===== src/rtl/iterative_comparator_if.sv =====
// rtl/iterative_comparator_if.sv - operand/result handshake bundle for iterative_comparator
interface iterative_comparator_if #(
   parameter int WIDTH = 32
);
   logic             in_valid;
   logic             in_ready;
   logic [WIDTH-1:0] a;
   logic [WIDTH-1:0] b;
   logic [2:0]       cmp_op;
   logic             out_valid;
   logic             out_ready;
   logic             result;
   logic             err;
   logic             busy;

   modport master (
      output in_valid, a, b, cmp_op, out_ready,
      input  in_ready, out_valid, result, err, busy
   );

   modport slave (
      input  in_valid, a, b, cmp_op, out_ready,
      output in_ready, out_valid, result, err, busy
   );
endinterface


===== src/rtl/iterative_comparator.sv =====
// rtl/iterative_comparator.sv - MSB-first slice-wise comparator for the six branch conditions
// Optional macro CMP_FIXED_LATENCY_EN: disable early exit, always scan every slice.
module iterative_comparator #(
   parameter int WIDTH = 32,
   parameter int CHUNK = 8
) (
   input  logic                   clk,
   input  logic                   rst_n,
   iterative_comparator_if.slave  bus
);
   localparam int NCHUNK = WIDTH / CHUNK;
   localparam int IDXW   = (NCHUNK > 1) ? $clog2(NCHUNK) : 1;
   localparam logic [IDXW-1:0]  TOP_IDX  = IDXW'(NCHUNK - 1);
   localparam logic [CHUNK-1:0] MSB_MASK = CHUNK'(1) << (CHUNK - 1);

   typedef enum logic [1:0] {S_IDLE, S_SCAN, S_DONE} state_t;

   state_t           r_state;
   logic [WIDTH-1:0] r_a;
   logic [WIDTH-1:0] r_b;
   logic [2:0]       r_op;
   logic [IDXW-1:0]  r_idx;
   logic             r_out_valid;
   logic             r_result;
   logic             r_err;
`ifdef CMP_FIXED_LATENCY_EN
   logic             r_found;
   logic             r_lt_first;
`endif

   logic             w_signed;
   logic             w_flip;
   logic [CHUNK-1:0] w_sa;
   logic [CHUNK-1:0] w_sb;
   logic             w_diff;
   logic             w_lt;

   // Flipping the sign bit of the top slice turns a signed compare into an unsigned one.
   assign w_signed = (r_op == 3'b100) || (r_op == 3'b101);
   assign w_flip   = w_signed && (r_idx == TOP_IDX);
   assign w_sa     = r_a[r_idx*CHUNK +: CHUNK] ^ (w_flip ? MSB_MASK : '0);
   assign w_sb     = r_b[r_idx*CHUNK +: CHUNK] ^ (w_flip ? MSB_MASK : '0);
   assign w_diff   = (w_sa != w_sb);
   assign w_lt     = (w_sa < w_sb);

   function automatic logic map_result(input logic [2:0] op, input logic eq, input logic lt);
      logic r;
      r = 1'b0;
      case (op)
         3'b000:                 r = eq;
         3'b001:                 r = !eq;
         3'b100, 3'b110:         r = lt;
         3'b101, 3'b111:         r = !lt;
         default:                r = 1'b0;
      endcase
      return r;
   endfunction

   always_ff @(posedge clk or negedge rst_n) begin
      if (!rst_n) begin
         r_state     <= S_IDLE;
         r_a         <= '0;
         r_b         <= '0;
         r_op        <= '0;
         r_idx       <= '0;
         r_out_valid <= 1'b0;
         r_result    <= 1'b0;
         r_err       <= 1'b0;
`ifdef CMP_FIXED_LATENCY_EN
         r_found     <= 1'b0;
         r_lt_first  <= 1'b0;
`endif
      end else begin
         case (r_state)
            S_IDLE: begin
               if (bus.in_valid) begin
                  r_a      <= bus.a;
                  r_b      <= bus.b;
                  r_op     <= bus.cmp_op;
                  r_idx    <= TOP_IDX;
                  r_result <= 1'b0;
`ifdef CMP_FIXED_LATENCY_EN
                  r_found    <= 1'b0;
                  r_lt_first <= 1'b0;
`endif
                  // Illegal ops spend one cycle in DONE before out_valid, matching a one-slice scan.
                  if (bus.cmp_op[2:1] == 2'b01) begin
                     r_err   <= 1'b1;
                     r_state <= S_DONE;
                  end else begin
                     r_err   <= 1'b0;
                     r_state <= S_SCAN;
                  end
               end
            end
            S_SCAN: begin
`ifdef CMP_FIXED_LATENCY_EN
               if (w_diff && !r_found) begin
                  r_found    <= 1'b1;
                  r_lt_first <= w_lt;
               end
               if (r_idx == '0) begin
                  r_result    <= map_result(r_op, !(r_found || w_diff), r_found ? r_lt_first : w_lt);
                  r_out_valid <= 1'b1;
                  r_state     <= S_DONE;
               end else begin
                  r_idx <= r_idx - 1'b1;
               end
`else
               if (w_diff || (r_idx == '0)) begin
                  r_result    <= map_result(r_op, !w_diff, w_lt);
                  r_out_valid <= 1'b1;
                  r_state     <= S_DONE;
               end else begin
                  r_idx <= r_idx - 1'b1;
               end
`endif
            end
            S_DONE: begin
               if (!r_out_valid) begin
                  r_out_valid <= 1'b1;
               end else if (bus.out_ready) begin
                  r_out_valid <= 1'b0;
                  r_state     <= S_IDLE;
               end
            end
            default: r_state <= S_IDLE;
         endcase
      end
   end

   assign bus.in_ready  = (r_state == S_IDLE);
   assign bus.busy      = (r_state != S_IDLE);
   assign bus.out_valid = r_out_valid;
   assign bus.result    = r_result;
   assign bus.err       = r_err;
endmodule


===== src/flat_wrapper.sv =====
// flat-port wrapper written by rule: the top's interface ports become plain ports
module iterative_comparator_flat 
#(
   parameter int WIDTH = 32,
   parameter int CHUNK = 8
)
  (clk, rst_n, bus_in_valid, bus_a, bus_b, bus_cmp_op, bus_out_ready, bus_in_ready, bus_out_valid, bus_result, bus_err, bus_busy);
  iterative_comparator_if #(.WIDTH(WIDTH)) bus_i ();
  input  logic clk;
  input  logic rst_n;
  input wire logic [$bits(bus_i.in_valid)-1:0] bus_in_valid;
  input wire logic [$bits(bus_i.a)-1:0] bus_a;
  input wire logic [$bits(bus_i.b)-1:0] bus_b;
  input wire logic [$bits(bus_i.cmp_op)-1:0] bus_cmp_op;
  input wire logic [$bits(bus_i.out_ready)-1:0] bus_out_ready;
  output wire logic [$bits(bus_i.in_ready)-1:0] bus_in_ready;
  output wire logic [$bits(bus_i.out_valid)-1:0] bus_out_valid;
  output wire logic [$bits(bus_i.result)-1:0] bus_result;
  output wire logic [$bits(bus_i.err)-1:0] bus_err;
  output wire logic [$bits(bus_i.busy)-1:0] bus_busy;
  assign bus_i.in_valid = bus_in_valid;
  assign bus_i.a = bus_a;
  assign bus_i.b = bus_b;
  assign bus_i.cmp_op = bus_cmp_op;
  assign bus_i.out_ready = bus_out_ready;
  assign bus_in_ready = bus_i.in_ready;
  assign bus_out_valid = bus_i.out_valid;
  assign bus_result = bus_i.result;
  assign bus_err = bus_i.err;
  assign bus_busy = bus_i.busy;
  iterative_comparator #(.WIDTH(WIDTH), .CHUNK(CHUNK)) u_core (.clk(clk), .rst_n(rst_n), .bus(bus_i));
endmodule

===== config.mk =====
export PLATFORM = sky130hd
export DESIGN_NAME = iterative_comparator_flat
export DESIGN_NICKNAME = d
export VERILOG_FILES = /design/src/rtl/iterative_comparator_if.sv /design/src/rtl/iterative_comparator.sv /design/src/flat_wrapper.sv
export SDC_FILE = /design/constraint.sdc
export NUM_CORES = 1
export LEC_CHECK = 0
export ABC_AREA = 1
export ABC_CLOCK_PERIOD_IN_PS = 3000
export BUFFER_PORTS_ARGS = -buffer_cell sky130_fd_sc_hd__buf_4
export CAP_MARGIN = 20
export CELL_PAD_IN_SITES_DETAIL_PLACEMENT = 0
export CELL_PAD_IN_SITES_GLOBAL_PLACEMENT = 2
export CORE_ASPECT_RATIO = 1.25
export CORE_MARGIN = 1.5
export CORE_UTILIZATION = 30
export CTS_CLUSTER_SIZE = 28
export DETAILED_ROUTE_END_ITERATION = 8
export GPL_TIMING_DRIVEN = 0
export MAX_ROUTING_LAYER = met4
export PLACE_DENSITY = 0.89
export SYNTH_ARGS = -nofsm -noshare
export SYNTH_HDL_FRONTEND = slang
export SYNTH_SLANG_ARGS = --single-unit

===== constraint.sdc =====
create_clock -name clk -period 3 [get_ports clk]
set_input_delay 0.45 -clock clk [delete_from_list [all_inputs] [get_ports clk]]
set_output_delay 0.45 -clock clk [all_outputs]
set_load 0.03 [all_outputs]

==> impl_metrics.tcl, run 1 <==
set metrics [dict create \
    setup_viol 0 \
    p_leak_nw 2.475 \
    grt_pass1_vias 3235 \
    grt_use_met2_pct 26.35 \
    cp_slowest_cell "dfrtp_1" \
    post-dp-hpwl_mm 7.229 \
    vias 3206 \
    crit_family "compound AO/OA/AOI/OAI gates" \
    crit_chain "inv_1 -> clkbuf_1 -> o21ai_0 -> o22ai_1 -> ha_1 -> nand2_1 -> nor2_1 -> nand2_1 -> o21ai_0 -> a21oi_1 -> nand2_1 -> nand2_1" \
    grt_use_total_pct 16.97 \
    power_mw 4.736 \
    grt-ovfl-total 0 \
    ys.flop_type "dfrtp_1" \
    arrival_ps 2970 \
    num_io_pins 76 \
    cts_tree "done" \
    final_core_util_pct 39.85 \
    grt_pass1_wl_mm 15.79 \
    syn-num-nets 542 \
    ff2ff_path_depth 12 \
    avgSynthCellArea_um2 7.806 \
    viasPerCell 4.496 \
    postCtsSetupBuffers 0 \
    antenna_found_initial 0 \
    drt_drc_violations_left 0 \
    hold_class "primary input to async pin" \
    wire_per_inst_um 13.50 \
    drt_iter0_markers 170 \
    ctsHoldBuffers 0 \
    crit_fanout 11 \
    portBuffers 75 \
    seq_area_frac_synth_pct 51.46 \
    worstSetupPathType "flop to flop" \
    fin_crit_sh_pct 91.36 \
    place_inst 697 \
    synthTopCellsByArea "dfrtp_1 (51%), nand2_1 (25%), o21ai_0 (4.0%)" \
    tightest_slew_ps 935.2 \
    n_antenna_cell 0 \
    maxCapViolCount 0 \
    async_flop_share_pct 100.0 \
    die_w_um 101.0 \
    final_cells 713 \
    cts_root_buf "clkbuf_16" \
    use_met3_pct 2.571 \
    fin_nets 628 \
    yosys_warnings 0 \
    syn-cell-area_um2 3598 \
    syn_inst 461 \
    grt_max_degree 75 \
    cp.required_ps 3230 \
    finalMaxSlewViolations 0 \
    place_ws_ps 139.1 \
    wl_mm 9.629 \
    clkTransAtPathRegs_ps 50 \
    globalRouteMet1Util_pct 21.43 \
    synthToLayoutAreaGrowth_pct 29.24 \
    hold_viol 0 \
    pwr_density_cell_nw_per_um2 1018 \
    ir_worst_vdd_uv 289.6 \
    place_congestion 0.8494 \
    drt_pre_antenna_iters 4 \
    yosys.cell_types.count 21 \
    max_stage_delay_ps 520 \
    reg2reg_from "u_core.r_idx[1]$_DFFE_PN0P_" \
    htree_levels 3 \
    clkSinkCount 74 \
    dieArea_um2 12670 \
    slew_headroom_pct 37.65 \
    min_period_ps 2741 \
    fp-row-count 44 \
    clk_path_buf_depth 2 \
    worstSetupStartpointType "flop" \
    max_freq_mhz 364.9 \
    drt.antenna.violating_nets 0 \
    synth-seq-cells 74 \
    status "completed" \
    crit_top_cell "nand2_1" \
    synth_edf_count 0 \
    drive_gt1_share_pct 20.29 \
    fill_cells 1261 \
    critical_path_buf_inv_count 2 \
    start_util_pct 30.83 \
    core_um2 11670 \
    busiest_layer "met2" \
    setup_ws_ps 259.2 \
    cts_inserted_buffers 9 \
    cp-end-kind "flop" \
    regToRegEndpoint "u_core.bus.result$_DFFE_PN0P_" \
    synth_top_cell_by_area "dfrtp_1" \
    clk-insertion-delay-late_ps 330 \
    fin_skew_ps 2.652 \
    rsz0062_at_grt "false" \
    yosysTopAreaCellShare_pct 51.46 \
    setup_tns_ps 0 \
    fp.dieH_um 125.5 \
    rrSetupSlack_ps 260 \
]
cells in the final DEF (no fill, tap or decap):
cell       instances
nand2_1          240
buf_4             75
dfrtp_1           74
nor2_1            29
o21ai_0           29
inv_1             14
buf_2             12
a21oi_1           10
ha_1              10
o22ai_1            9
clkbuf_16          9
a32o_1             7
nand3_1            7
clkbuf_1           6
buf_6              4
clkbuf_2           3
clkbuf_8           3
inv_2              2
clkinv_2           2
nor2_2             1
xnor2_1            1
xor2_1             1
nor2_8             1
o211ai_1           1
a21o_1             1
nor3_1             1
state kept, by name, summed over array words and instances, names as in the netlist:
| name | count |
|---|---|
| u_core.bus.out_valid | 1 |
| u_core.bus.result | 1 |
| u_core.bus.err | 1 |
| u_core.r_op | 3 |
| u_core.r_state | 2 |
| u_core.r_idx | 2 |
| u_core.r_a | 32 |
| u_core.r_b | 32 |
worst max path at each step:
stage | from | to | slack (ps) | cells past startpoint
floorplan | u_core.r_idx[0]$_DFFE_PN0P_ | u_core.bus.result$_DFFE_PN0P_ | 820 | 13
global placement | u_core.r_idx[0]$_DFFE_PN0P_ | u_core.bus.result$_DFFE_PN0P_ | 160 | 13
detailed placement | u_core.r_idx[0]$_DFFE_PN0P_ | u_core.bus.result$_DFFE_PN0P_ | 140 | 13
CTS | u_core.r_idx[0]$_DFFE_PN0P_ | u_core.bus.result$_DFFE_PN0P_ | 110 | 13
global route | u_core.r_idx[1]$_DFFE_PN0P_ | u_core.bus.result$_DFFE_PN0P_ | 10 | 12
finish | u_core.r_idx[1]$_DFFE_PN0P_ | u_core.bus.result$_DFFE_PN0P_ | 260 | 12
layer usage:
layer	share of wire (%)	wire, µm	vias up
met5	0	0	-
li1	-	-	1642
met2	49	4673	70
met1	45	4311	1476
met3	3.9	376	18
met4	2.8	267	0
synthesized netlist by cell type, types with 2 or more instances:
cell      count
dfrtp_1      74
inv_2         2
ha_1         10
inv_1        14
a32o_1        7
clkbuf_1      7
o21ai_0      29
nor2_1       29
nand2_1     240
buf_6         4
o22ai_1       9
nand3_1       7
a21oi_1      10
buf_2        12
kinds of logic (layout without fill, tap and decap cells):
group,Yosys count,after routing,share of synthesized area (%)
AO/OA/AOI/OAI,57,57,9.353
XOR/XNOR,2,2,0.4869
adder cells (fa/ha/maj),10,10,3.477
buffers and inverters,39,130,5.320
flip-flops,74,74,51.46
AND/OR/NAND/NOR,279,279,29.90
final cells by class:
cell class | instances | area [µm²] | share of cell area, %
Tap cell | 161 | 201.4 | 4.331
Buffer | 23 | 135.1 | 2.906
Multi-Input combinational cell | 348 | 1555 | 33.44
Clock inverter | 2 | 10.01 | 0.2152
Clock buffer | 14 | 274.0 | 5.892
Timing Repair Buffer | 75 | 563.0 | 12.11
Inverter | 16 | 60.06 | 1.291
Sequential cell | 74 | 1852 | 39.82
where the power goes:
group	switching [mW]	total [mW]	internal (mW)
sequential	0.323	1.80	1.47
combinational	1.14	1.92	0.778
clock	0.394	1.02	0.625
metrics by stage:
| step | area [µm²] | hold slack [ps] |
|---|---|---|
| finish | 4651 | 255.8 |
| global placement | 4363 | 450.8 |
| CTS | 4647 | 294.9 |
| global route | 4651 | 314.2 |
| detailed placement | 4363 | 455.1 |
| floorplan | 3598 | 154.4 |
what timing repair did:
item                       4_1_cts  5_1_grt
resized for setup                0        6
hold endpoints to repair         0        0
setup endpoints to repair        0        1
Note: power is estimated with default switching activity, not from simulation.
==> run 2: changes to the inputs <==
--- a/config.mk
+++ b/config.mk
@@ -5,8 +5,6 @@
 export SDC_FILE = /design/constraint.sdc
 export NUM_CORES = 1
 export LEC_CHECK = 0
-export ABC_AREA = 1
-export ABC_CLOCK_PERIOD_IN_PS = 3000
 export BUFFER_PORTS_ARGS = -buffer_cell sky130_fd_sc_hd__buf_4
 export CAP_MARGIN = 20
 export CELL_PAD_IN_SITES_DETAIL_PLACEMENT = 0
@@ -18,7 +16,8 @@
 export DETAILED_ROUTE_END_ITERATION = 8
 export GPL_TIMING_DRIVEN = 0
 export MAX_ROUTING_LAYER = met4
-export PLACE_DENSITY = 0.89
+export PLACE_DENSITY = 0.85
+export SETUP_SLACK_MARGIN = 0.3
 export SYNTH_ARGS = -nofsm -noshare
 export SYNTH_HDL_FRONTEND = slang
 export SYNTH_SLANG_ARGS = --single-unit
==> run 2 against run 1 <==
Compared with the run above: non-clock buffer count increased by 3; largest power group is now sequential cells; synthesized cell count decreased by 18%; first-iteration DRC count decreased by 32%.
==> impl_metrics.tcl, run 2 <==
set metrics [dict create \
    power_mw 4.702 \
    grt_pass1_wl_mm 14.57 \
    rsz0062_at_grt "true" \
    syn-num-nets 457 \
    drt.antenna.violating_nets 0 \
    avgSynthCellArea_um2 9.351 \
    min_period_ps 2781 \
    postLayoutCellArea_um2 4746 \
    vias 2836 \
    async_flop_share_pct 100.0 \
    final_core_util_pct 41.25 \
    ys.flop_type "dfrtp_1" \
    finalMaxSlewViolations 0 \
    seqPwrFrac_pct 36.7 \
    portBuffers 75 \
    grt_use_total_pct 16.49 \
    cp.required_ps 3240 \
    power_frac_clock_pct 27.1 \
    placed_cell_area_um2 4269 \
    clkTransAtPathRegs_ps 60 \
    synth-adder-area-share_pct 3.559 \
    final_cell_mix "nand2_1 (208), buf_4 (81), dfrtp_1 (74), mux4_2 (16)" \
    final_common_cell "nand2_1" \
    antenna_found_initial 0 \
    fill_cells 1125 \
    synth.most_common_cell "nand2_1" \
    tightest_slew_ps 937.2 \
    grt-ovfl-total 0 \
    start_util_pct 30.56 \
    wire_per_inst_um 15.31 \
    max_freq_mhz 359.6 \
    place_inst 589 \
    combPwrFrac_pct 36.2 \
    die_w_um 99.83 \
    reg2reg_from "u_core.r_idx[0]$_DFFE_PN0P_" \
    wl_mm 9.353 \
    fin_crit_sh_pct 92.70 \
    yosysTopAreaCellShare_pct 52.67 \
    synthTopCellsByArea "dfrtp_1 (53%), nand2_1 (22%), mux4_2 (10%)" \
    fin_nets 549 \
    cts_root_buf "clkbuf_16" \
    setup_tns_ps 0 \
    worstSetupStartpointType "flop" \
    final_cells 611 \
    syn-cell-area_um2 3516 \
    cts_tree "done" \
    clk_path_buf_depth 2 \
    drt_drc_violations_left 0 \
    setup_ws_ps 219.1 \
    crit_start "u_core.r_idx[0]$_DFFE_PN0P_" \
    viasPerCell 4.642 \
    clkSinkCount 74 \
    htree_levels 3 \
    post-dp-hpwl_mm 6.604 \
    arrival_ps 3020 \
    syn_inst 376 \
    synth-compound-area-share_pct 3.523 \
    power.switching_mw 1.617 \
    fp.dieH_um 124.0 \
    grt_max_degree 75 \
    maxCapViolCount 0 \
    synth_commonest_cells "nand2_1 (208), dfrtp_1 (74), mux4_2 (16)" \
    synth_xor_area_share_pct 0.7473 \
    ir_worst_vdd_uv 368.3 \
    n_antenna_cell 0 \
    pwr_density_cell_nw_per_um2 990.9 \
    yosys_warnings 0 \
    fin_skew_ps 6.107 \
    synth_edf_count 0 \
    drive_gt1_share_pct 28.75 \
    dieArea_um2 12380 \
    whs_ps 242.8 \
    synth_top_cell_by_area "dfrtp_1" \
    ff_latch_area_um2 1852 \
    seq_area_frac_synth_pct 52.67 \
    swShare_pct 34.38 \
    p_leak_nw 2.468 \
    cts_inserted_buffers 9 \
    place_congestion 0.8072 \
    drt_pre_antenna_iters 4 \
    synth_mux_area_share_pct 10.53 \
    yosys.cell_types.count 30 \
    reg.largest.list "u_core.r_a x32, u_core.r_b x32, u_core.r_op x3" \
    setup_viol 0 \
    hold_class "primary input to async pin" \
    yosys.area_share.simple_pct 25.12 \
    num_io_pins 76 \
    synth_top_family_by_area "simple AND/OR/NAND/NOR gates" \
    multi_input_area_um2 1584 \
    synth-seq-cells 74 \
    place_ws_ps -2.170 \
    synthToLayoutAreaGrowth_pct 34.98 \
    core_um2 11510 \
    grt_pass1_vias 2832 \
    ctsHoldBuffers 0 \
    drt_iter0_markers 115 \
    crit_fanout 7 \
    hold_viol 0 \
    status "completed" \
    worstSetupPathType "flop to flop" \
    slew_headroom_pct 37.52 \
    clk-insertion-delay-late_ps 340 \
    p_int_mw 3.086 \
    cp-end-kind "flop" \
    fp-row-count 44 \
]
run 2: cell families after synthesis:
kind of cell	after synthesis
mux	17
buf+inv	31
simple gates	224
flops	74
compound gates	17
fa+ha+maj	10
xor+xnor	3
run 2: worst paths after layout:
path | end | slack (ps) | depth (start not counted)
max | u_core.bus.result$_DFFE_PN0P_ | 220 | 10
min | u_core.r_b[27]$_DFFE_PN0P_ | 240 | 1
max reg2reg | u_core.bus.result$_DFFE_PN0P_ | 220 | 10
min reg2reg | u_core.r_a[24]$_DFFE_PN0P_ | 470 | 2
max in group asynchronous | u_core.r_a[13]$_DFFE_PN0P_ | 2140 | 1
min in group clk | u_core.r_a[3]$_DFFE_PN0P_ | 300 | 3
run 2: metal layers:
metal	up-vias	global-route usage (%)	routed length, µm
li1	1393	-	-
met1	1384	19.78	4074
met2	49	27.72	4845
met3	10	2.020	259
met4	0	7.923	174
met5	-	-	0
run 2: final cells by class:
type | count | share of cell area, %
inverters | 11 | 0.8700
clock buffers | 12 | 5.405
plain buffers | 20 | 2.821
well taps | 138 | 3.638
multi-input cells | 271 | 33.38
repair buffers | 81 | 12.81
clock inverters | 4 | 2.056
flip-flops and latches | 74 | 39.02
run 2: repair_timing:
| item | CTS | global route |
|---|---|---|
| endpoints found under the setup margin | 5 | 4 |
| pin swaps | 0 | 5 |
| resized for setup | 12 | 6 |
| buffers inserted | 5 | 1 |
run 2: critical path, stage by stage, from the launching register on:
cell,delay (ps)
dfrtp_1,400
buf_12,140
buf_12,130
mux4_2,540
ha_4,260
nor2b_4,120
o211ai_2,150
a21oi_2,80
or4b_1,500
o311a_1,150
o41ai_2,200
run 2: power groups by stage:
stage | combinational, mW | clock (mW) | sequential (mW)
5_1_grt | 1.93 | 1.33 | 1.78
6_report | 1.70 | 1.27 | 1.72
3_3_place_gp | 1.61 | 0 | 1.71
3_5_place_dp | 1.66 | 0 | 1.72
2_1_floorplan | 1.17 | 0 | 1.68
4_1_cts | 1.72 | 1.29 | 1.72
